**src/rtl/counter_seq_ctrl.sv**
```systemverilog
`default_nettype none
// ============================================================================
// Module   : counter_seq_ctrl
// Brief    : Sequencer/controller for the up/down step counter. A prescaler
//            produces one count step every DIV system-clock cycles. Provides a
//            config handshake, go/hold/abort control and terminal detection.
// Options  : COUNTER_SEQ_EVT_CNT_EN - adds the 8-bit saturating evt_cnt output
//            counting terminal events (reload or entry to DONE).
// Revision : 1.0 - initial release
// ============================================================================
module counter_seq_ctrl #(
  parameter int WIDTH = 4,
  parameter int DIV   = 50000000
) (
  input  logic             clk,
  input  logic             rst,
  input  logic             cfg_valid,
  output logic             cfg_ready,
  input  logic [WIDTH-1:0] cfg_start,
  input  logic [WIDTH-1:0] cfg_limit,
  input  logic             cfg_down,
  input  logic             cfg_reload,
  input  logic             go,
  input  logic             hold,
  input  logic             abort,
  output logic [WIDTH-1:0] count,
  output logic             tick,
  output logic             busy,
  output logic             done,
  output logic [1:0]       state
`ifdef COUNTER_SEQ_EVT_CNT_EN
  ,
  output logic [7:0]       evt_cnt
`endif
);

  // Prescaler width is derived from DIV; a floor of 1 keeps the vector legal.
  localparam int            PW          = (DIV > 1) ? $clog2(DIV) : 1;
  localparam logic [PW-1:0] C_PRESC_MAX = PW'(DIV - 1);

  localparam logic [1:0] S_IDLE  = 2'b00;
  localparam logic [1:0] S_RUN   = 2'b01;
  localparam logic [1:0] S_PAUSE = 2'b10;
  localparam logic [1:0] S_DONE  = 2'b11;

  logic [1:0]       r_state;
  logic [1:0]       w_state_nxt;
  logic [WIDTH-1:0] r_count;
  logic [WIDTH-1:0] r_start;
  logic [WIDTH-1:0] r_limit;
  logic             r_down;
  logic             r_reload;
  logic [PW-1:0]    r_presc;
  logic             r_tick;

  logic w_cfg_state;   // states in which config and go are honoured
  logic w_accept;      // config handshake completes on this edge
  logic w_launch;      // go honoured on this edge
  logic w_active;      // prescaler advances on this edge
  logic w_wrap;        // prescaler is at its last value
  logic w_step;        // a count step happens on this edge
  logic w_at_limit;    // counter sits on the terminal value
  logic w_terminal;    // the step on this edge is a terminal event

  assign w_cfg_state = (r_state == S_IDLE) || (r_state == S_DONE);
  assign w_accept    = cfg_valid && w_cfg_state;
  assign w_launch    = go && w_cfg_state;
  // Hold freezes the prescaler on any edge it is sampled high, so a step
  // always lands after exactly DIV hold-low edges in RUN/PAUSE.
  assign w_active    = ((r_state == S_RUN) || (r_state == S_PAUSE)) && !hold;
  assign w_wrap      = (r_presc == C_PRESC_MAX);
  assign w_step      = w_active && w_wrap;
  assign w_at_limit  = (r_count == r_limit);
  assign w_terminal  = w_step && w_at_limit;

  // State register
  always_ff @(posedge clk) begin
    if (rst) begin
      r_state <= S_IDLE;
    end else begin
      r_state <= w_state_nxt;
    end
  end

  // Next-state logic: abort beats hold, hold beats step
  always_comb begin
    w_state_nxt = r_state;
    if (abort) begin
      w_state_nxt = S_IDLE;
    end else begin
      case (r_state)
        S_IDLE, S_DONE: begin
          if (go) w_state_nxt = S_RUN;
        end
        S_RUN, S_PAUSE: begin
          if (w_terminal && !r_reload) begin
            w_state_nxt = S_DONE;
          end else if (hold) begin
            w_state_nxt = S_PAUSE;
          end else begin
            w_state_nxt = S_RUN;
          end
        end
        default: w_state_nxt = S_IDLE;
      endcase
    end
  end

  // Status outputs decoded from the state register only
  always_comb begin
    cfg_ready = 1'b0;
    busy      = 1'b0;
    done      = 1'b0;
    case (r_state)
      S_IDLE:  cfg_ready = 1'b1;
      S_RUN:   busy      = 1'b1;
      S_PAUSE: busy      = 1'b1;
      S_DONE: begin
        cfg_ready = 1'b1;
        done      = 1'b1;
      end
      default: cfg_ready = 1'b0;
    endcase
  end

  // Datapath: config latch, prescaler, counter and tick
  always_ff @(posedge clk) begin
    if (rst) begin
      r_count  <= '0;
      r_start  <= '0;
      r_limit  <= '0;
      r_down   <= 1'b0;
      r_reload <= 1'b0;
      r_presc  <= '0;
      r_tick   <= 1'b0;
    end else if (abort) begin
      // Configuration is kept so a later go restarts the same sequence.
      r_count <= r_start;
      r_presc <= '0;
      r_tick  <= 1'b0;
    end else begin
      r_tick <= w_step;
      if (w_accept) begin
        r_start  <= cfg_start;
        r_limit  <= cfg_limit;
        r_down   <= cfg_down;
        r_reload <= cfg_reload;
        r_count  <= cfg_start;
      end
      if (w_launch) begin
        // A config accepted on the same edge supplies the start value.
        r_presc <= '0;
        r_count <= w_accept ? cfg_start : r_start;
      end
      if (w_active) begin
        if (w_wrap) begin
          r_presc <= '0;
          if (w_at_limit) begin
            if (r_reload) r_count <= r_start;
          end else if (r_down) begin
            r_count <= r_count - WIDTH'(1);
          end else begin
            r_count <= r_count + WIDTH'(1);
          end
        end else begin
          r_presc <= r_presc + PW'(1);
        end
      end
    end
  end

`ifdef COUNTER_SEQ_EVT_CNT_EN
  logic [7:0] r_evt_cnt;

  // Saturating terminal-event counter, cleared by abort and config accept
  always_ff @(posedge clk) begin
    if (rst) begin
      r_evt_cnt <= 8'd0;
    end else if (abort || w_accept) begin
      r_evt_cnt <= 8'd0;
    end else if (w_terminal && (r_evt_cnt != 8'hFF)) begin
      r_evt_cnt <= r_evt_cnt + 8'd1;
    end
  end

  assign evt_cnt = r_evt_cnt;
`endif

  assign count = r_count;
  assign tick  = r_tick;
  assign state = r_state;

endmodule
`default_nettype wire

```
**config.mk**
```make
export PLATFORM = sky130hd
export DESIGN_NAME = counter_seq_ctrl
export DESIGN_NICKNAME = d
export VERILOG_FILES = /design/src/rtl/counter_seq_ctrl.sv
export SDC_FILE = /design/constraint.sdc
export NUM_CORES = 1
export LEC_CHECK = 0
export ABC_AREA = 1
export CAP_MARGIN = 20
export CORE_MARGIN = 10
export CORE_UTILIZATION = 62
export CTS_CLUSTER_DIAMETER = 80
export DETAILED_ROUTE_END_ITERATION = 8
export PLACE_DENSITY = 0.87
export SLEW_MARGIN = 20
export SYNTH_ARGS = -nofsm -noshare
export SYNTH_HDL_FRONTEND = slang
export SYNTH_SLANG_ARGS = --single-unit
export TNS_END_PERCENT = 100
```
**constraint.sdc**
```tcl
create_clock -name clk -period 3.5 [get_ports clk]
set_clock_uncertainty 0.05 [all_clocks]
set_input_delay 0.525 -clock clk [delete_from_list [all_inputs] [get_ports clk]]
set_output_delay 0.525 -clock clk [all_outputs]
set_load 0.005 [all_outputs]
```
# After elaboration in Yosys (flattened, before gate mapping)
# Index checks and enable logic that the tools add are counted.
# op_classes
add_sub_neg	3
n_eq_ne	6
mux	19
n_bitwise	1
reduce_logical	16
# ops
op	n
2-to-1 mux 26 bit	3
2-to-1 mux 4 bit	9
adder 26 x 1 -> 26 bit, second input constant	1
== test 26 bit, second input constant	1
logical AND 1 bit	6
2-to-1 mux 2 bit	3
OR reduction 2 bit	3
adder 4 x 1 -> 4 bit, second input constant	1
== test 2 bit, second input constant	2
== test 4 bit	1
one-hot mux 2 bit (2 select lines)	1
subtractor 4 x 1 -> 4 bit, second input constant	1
2-to-1 mux 1 bit	3
== test 2 x 1 -> 1 bit, second input constant	1
logical NOT 1 bit	2
logical NOT 2 bit	1
logical OR 1 bit	2
!= test 2 x 1 -> 1 bit, second input constant	1
AND reduction 2 bit	1
nonzero test 2 bit	1
inverter 1 bit	1
# totals
reg_bits	43
inputBits	16
output_inout_bits	10
elab_cells	53

# Logic depth before layout (Yosys ltp)
# Gate-level depths: netlist (run 1).
# logic_depth
word_depth	10
depth_mapped	12
mapped_depth_nobuf	11

# Worst setup path after synthesis (run 1)
# No wires, ideal clock.
# synth_timing
kind	register -> register
from	register r_state[0] (netlist: state[0])
to	register r_reload
setup_ns	0.123
arrival_ns	1.588
t_required_ns	3.327
path_slack_ns	1.739
stages_incl_launch_ff	8
n_path_buf	1
synth_period_minus_slack_ns	1.761
path_cell_list	dfxtp_1 > ha_1 > inv_2 > nand2_1 > or2_2 > buf_2 > o21ai_0 > a21oi_1
# synth_between
elab_chain_cells	4
word_cells_on_any_way	5
classes_between	eq/ne (1); reduce/logical (4)
# synth_lines
item	line_no	rtl
start: declaration	46	logic [1:0] r_state;
start signal: assignment	81	r_state <= w_state_nxt;
== test 2 bit or logical NOT 2 bit (tied branches)	65	assign w_cfg_state = (r_state == S_IDLE) || (r_state == S_DONE);
logical OR 1 bit *	65	
logical AND 1 bit *	66	assign w_accept = cfg_valid && w_cfg_state;
AND reduction 2 bit (no source line) *	--	
end signal: assignment	147	r_reload <= cfg_reload;
end: declaration	52	logic r_reload;
# Every way passes the cells marked *; elsewhere a longest branch is shown, timed or not.
# A chain may end at the register's enable or synchronous reset.

# Worst setup path after layout (run 1)
# layout_timing
from	register r_state[0] (netlist: state[0])
to	register r_presc[21]
# layout_between
elab_chain_cells	4
word_cells_on_any_way	10
classes_between	eq/ne (3); mux (1); reduce/logical (6)
# layout_lines
item	line_no	rtl
== test 2 x 1 -> 1 bit, or another cell as far along	70	assign w_active = ((r_state == S_RUN) || (r_state == S_PAUSE)) && !hold;
logical OR 1 bit (on tied branches)	70, 65	
logical AND 1 bit (on tied branches)	70, 67	
2-to-1 mux 26 bit or nonzero test 2 bit (tied branches)	--	
end signal: assignment	166	r_presc <= r_presc + PW'(1);
end: declaration	53	logic [PW-1:0] r_presc;
# Several ways; a longest one is shown, not always the timed one.

==> metrics.cfg, run 1 <==
[detailed_routing]
drc=0
ant_nets=0
drt_wl_total_um=7050
drt_iter0_drc=365
viasPerCell=5.59
wire_per_inst_um=13.6
via_count=2903
drt_pre_antenna_iters=5

[clock_network]
cts_tree=done
holdBufCountCts=0
clock_latency_ns=0.30
cts_inserted_buffers=5
post_cts_buffers=0
cts_buffer_depth=2
cts_root_buf=clkbuf_8
clock-sinks=43
cts_resized=0
path_clk_slew_ns=0.09
htreeDepth=2

[global_route]
overflow=0
grt.total_usage_pct=19.6
grt_max_degree=20
grt_pass1_wl_um=12300
grt_pass1_vias=2875
antenna_found_initial=0

[cells_and_area]
antennaDiodeCount=0
regArea_um2=861
multiInputGateArea_mm2=0.00164
drive_above_1_share_pct=7.92
finalNetCount=487
fillers=373
finalInstanceArea_mm2=0.00314
most-common-layout-cells=144 x nand2_1, 45 x inv_1, 44 x nand3_1
layout_commonest_cell=nand2_1
area_growth_pct=15.3

[worst_hold_path]
min_path_cells=2
hp-start=r_limit[3]
hold_class=register to register
whs_endpoint=r_limit[3]

[placed_design]
hpwl_um=5340
dpl_cell_area_mm2=0.00301
numPortBuffers=25
gp_congestion=0.963
place_ws_ns=1.09

[synthesis]
syn_avg_cell_area_um2=6.20
syn_inst=440
synth.yosys.warnings=0
synth_area_mm2=0.00273
synth_nets=461
synth_cell_types=31
ys_seq_area_share_pct=31.6
synth-seq-cells=43

[sta]
hold_viol_final=0
final.setup.worst_slack_ns=1.27
fin_crit_ns=2.23
rsz0062_at_grt=no
slew_violations=0
fin_tns_setup_ns=0
timing.final.crit_share_pct=63.7
worst_pin_slew_ns=0.524
max_freq_ghz=0.448
relSlewSlack_pct=65.1
finalSetupViolCount=0

[setup_path]
timing.rr.end=r_presc[21]
reg2reg_slack_ns=1.27
worstSetupStartpointType=register
crit_required_ns=3.64
r2r.worst_path.cells=9
critPathMaxFanout=19
setup.worst_path.end_class=register
reg2reg_from=state[0]
arrival_ns=2.37
crit_type=register to register

[pwr]
ir_worst_vdd_v=0.000229
p_total_mw=1.13
power_per_cell_area_mw_per_mm2=358
p_leak_nw=1.20

[floorplan]
ios=26
start_util_pct=63.5
coreArea_mm2=0.00429
dieArea_mm2=0.00745
die_w_um=86.3
die_h_um=86.3
std_cell_rows=24

[run]
maxCapViolations=0

[status]
outcome=finished, final reports clean

state kept, by name, summed over array words and instances, names as in the netlist:
register / flops
r_reload: 1
r_limit: 4
r_presc: 26
r_start: 4
r_down: 1
count: 4
state: 2
tick: 1
per-stage QoR:
stage               std cells  utilization, %  hold slack (ns)
global placement          511            70.1            0.404
floorplan                 440               -            0.394
finish                    519            73.2            0.426
detailed placement        511            70.1            0.416
global route              519            73.2            0.446
CTS                       519            73.2            0.429
final cells by class:
class,count,area share (%)
tap,52,2.07
multi-input combinational,340,52.1
clock inverter,2,1.91
inverter,50,5.97
clock buffer,6,2.31
timing repair buffer,26,8.20
sequential,43,27.4
worst max-delay path by stage:
stage	startpoint	end	slack (ns)
6_report	state[0]	r_presc[21]	1.27
5_1_grt	state[0]	r_presc[21]	1.05
4_1_cts	state[0]	cfg_ready	1.29
3_5_place_dp	go	r_presc[21]	1.09
3_3_place_gp	go	r_presc[21]	1.16
2_1_floorplan	state[0]	r_reload	1.74
Yosys cell counts, drive strengths merged:
| library cell | n | area (µm²) |
|---|---|---|
| nand2 | 151 | 589 |
| nor2 | 53 | 261 |
| inv | 49 | 184 |
| nand3 | 46 | 240 |
| dfxtp | 43 | 861 |
| a21oi | 38 | 194 |
| nand4 | 16 | 100 |
| o21ai | 15 | 75.1 |
| buf | 5 | 31.3 |
| ha | 4 | 50.1 |
| or2 | 4 | 25.0 |
| nor3 | 3 | 15.0 |
| xnor2 | 3 | 26.3 |
| clkbuf | 2 | 7.51 |
| a211oi | 1 | 7.51 |
| a22oi | 1 | 7.51 |
| a31oi | 1 | 6.26 |
| and2 | 1 | 6.26 |
| clkinv | 1 | 3.75 |
| fa | 1 | 20.0 |
| o211ai | 1 | 7.51 |
| o21bai | 1 | 7.51 |
critical path: stages (launching register included):
cell	delay, ns
dfxtp_1	0.34
ha_1	0.38
inv_2	0.11
nand2_1	0.23
nand2_2	0.25
inv_2	0.18
nor3_1	0.32
nand3_1	0.12
nand2_1	0.08
a21oi_1	0.05
where the power goes:
group          switching [mW]  internal (mW)  leakage [nW]  total [mW]
clock                   0.176          0.285        0.0654       0.461
combinational          0.0935         0.0608         0.782       0.154
sequential             0.0112          0.500         0.349       0.512
total                   0.280          0.847          1.20        1.13
routing by layer:
layer	track usage [%]	vias to the layer above	share of wire, %	routed length, µm
met5	0	-	0	0
met2	32.9	89	49	3420
li1	-	1473	-	-
met4	7.95	0	0.89	63
met1	24.0	1333	46	3230
met3	3.47	8	4.8	336
logic make-up after synthesis:
kind of cell	after synthesis	synth area share [%]
flip-flops	43	31.6
buffers and inverters	57	8.31
adder cells (fa/ha/maj)	5	2.57
AND/OR/NAND/NOR	274	45.4
XOR/XNOR	3	0.964
AO/OA/AOI/OAI	58	11.2
(Power assumes the default switching activity.)
==> inputs of run 2 (changes only) <==
--- a/config.mk
+++ b/config.mk
@@ -8,10 +8,10 @@
 export ABC_AREA = 1
 export CAP_MARGIN = 20
 export CORE_MARGIN = 10
-export CORE_UTILIZATION = 62
+export CORE_UTILIZATION = 57
 export CTS_CLUSTER_DIAMETER = 80
 export DETAILED_ROUTE_END_ITERATION = 8
-export PLACE_DENSITY = 0.87
+export PLACE_DENSITY = 0.81
 export SLEW_MARGIN = 20
 export SYNTH_ARGS = -nofsm -noshare
 export SYNTH_HDL_FRONTEND = slang
==> constraint.sdc (replaced) <==
create_clock -name clk -period 2.15 [get_ports clk]
set_clock_uncertainty 0.05 [all_clocks]
set_input_delay 0.3225 -clock clk [delete_from_list [all_inputs] [get_ports clk]]
set_output_delay 0.3225 -clock clk [all_outputs]
set_load 0.005 [all_outputs]
==> run 2 against run 1 <==
  * First-iteration DRC count shrank 45%
  * Combinational power up 66%
  * Sequential share of layout area shrank 0.18 points
  * Routed wire length fell by 2.0%
  * Via count is 1.2% lower
  * Global-route usage fell by 1.8 points
  * Core utilization shrank 5.8 points
  * Worst setup slack got worse by 1.1 ns
  * Sequential power rose by 63%
  * Design area grew 0.68%
==> metrics.cfg, run 2 (synthesis results as in run 1) <==
[status]
outcome=finished, final reports clean

[cells_and_area]
layout_commonest_cell=nand2_1
drive_above_1_share_pct=8.92
largest_register_ffs=26
multiInputGateArea_mm2=0.00164
most-common-layout-cells=144 x nand2_1, 45 x inv_1, 44 x nand3_1
finalNetCount=491
top_register=r_presc
antennaDiodeCount=0
final_core_utilization_pct=67.4
regArea_um2=861
fillers=419
area_growth_pct=16.1
finalInstanceArea_mm2=0.00316

[placed_design]
hpwl_um=5220
gp_congestion=0.896
numPortBuffers=25
dpl_cell_area_mm2=0.00304

[floorplan]
dieArea_mm2=0.00795
die_w_um=89.2
ios=26
std_cell_rows=25
die_h_um=89.2
start_util_pct=58.1
coreArea_mm2=0.00469

[pwr]
ir_worst_vdd_v=0.000388
p_leak_nw=1.21
power_per_cell_area_mw_per_mm2=558

[sta]
worst_pin_slew_ns=0.478
relSlewSlack_pct=68.1
max_freq_ghz=0.499
finalSetupViolCount=0
hold_viol_final=0
fin_crit_ns=2.00
timing.final.crit_share_pct=93.2
slew_violations=0
fin_tns_setup_ns=0
rsz0062_at_grt=no

[setup_path]
worstSetupStartpointType=register
arrival_ns=1.63
cpMaxStageDelayCell=clkdlybuf4s50_1
crit_required_ns=1.78
crit_chain=ha_1, inv_2, clkdlybuf4s50_1
path_buf_inv=2
crit_family=buffers and inverters
critPathMaxFanout=6
max_stage_delay_ns=0.52
setup.worst_path.end_class=output port
crit_type=register to output port

[global_route]
grt_pass1_vias=2665
grt_max_degree=15
antenna_found_initial=0
overflow=0
grt_pass1_wl_um=11600
grt.total_usage_pct=17.8

[clock_network]
clock-sinks=43
cts_resized=0
post_cts_buffers=0
cts_inserted_buffers=5
cts_buffer_depth=2
htreeDepth=2
cts_root_buf=clkbuf_8
cts_tree=done
clock_latency_ns=0.30
path_clk_slew_ns=0.09
holdBufCountCts=0

[run]
maxCapViolations=0

[detailed_routing]
drt_pre_antenna_iters=5
drt_wl_total_um=6910
wire_per_inst_um=13.2
ant_nets=0
drt_iter0_drc=199
via_count=2869
viasPerCell=5.46
drc=0

[worst_hold_path]
hold_class=register to register

-- run 2: cell types whose count changed in the layout (fill, tap and decap cells not counted), sizes merged --
cell,previous run,this run
buf,1,5
inv,49,50
bufinv,2,1
-- run 2: area by class of cell --
cell class | count | share of cell area (%)
clock buffers | 6 | 2.61
clock inverters | 2 | 1.23
inverters | 50 | 5.93
multi-input cells | 340 | 51.8
flip-flops and latches | 43 | 27.2
well taps | 54 | 2.14
repair buffers | 30 | 9.09
-- run 2: worst min-delay path: stages (launching register included) --
cell and delay, ns:
dfxtp_1 0.32, inv_1 0.06, a21oi_1 0.05
-- run 2: final timing paths --
check | from | slack, ns | endpoint | cells past startpoint
worst max register to register | r_presc[1] | 0.22 | state[1] | 9
worst min register to register | r_limit[3] | 0.42 | r_limit[3] | 2
worst min-delay path | r_limit[3] | 0.42 | r_limit[3] | 2
worst max-delay path | state[0] | 0.15 | cfg_ready | 3
-- run 2: metal layers --
layer  vias up  wire, µm  global-route usage (%)
li1       1484         -                       -
met1      1282      3320                    23.2
met2        97      3040                    27.9
met3         6       497                    4.92
met4         0        57                    5.20
met5         -         0                       0
-- run 2: stage by stage --
step                total power, mW  setup slack [ns]  hold slack, ns  cells
finish                         1.76             0.147           0.423    525
global route                   1.84            0.0364           0.463    525
CTS                            1.77             0.132           0.422    525
detailed placement             1.10             0.196           0.409    517
global placement               1.10             0.217           0.405    517
floorplan                      1.01             0.389           0.394    440
-- run 2: where the power goes --
group          switching (mW)  internal [mW]
registers              0.0176          0.815
logic                   0.150          0.105
clock network           0.295          0.382
total                   0.462           1.30
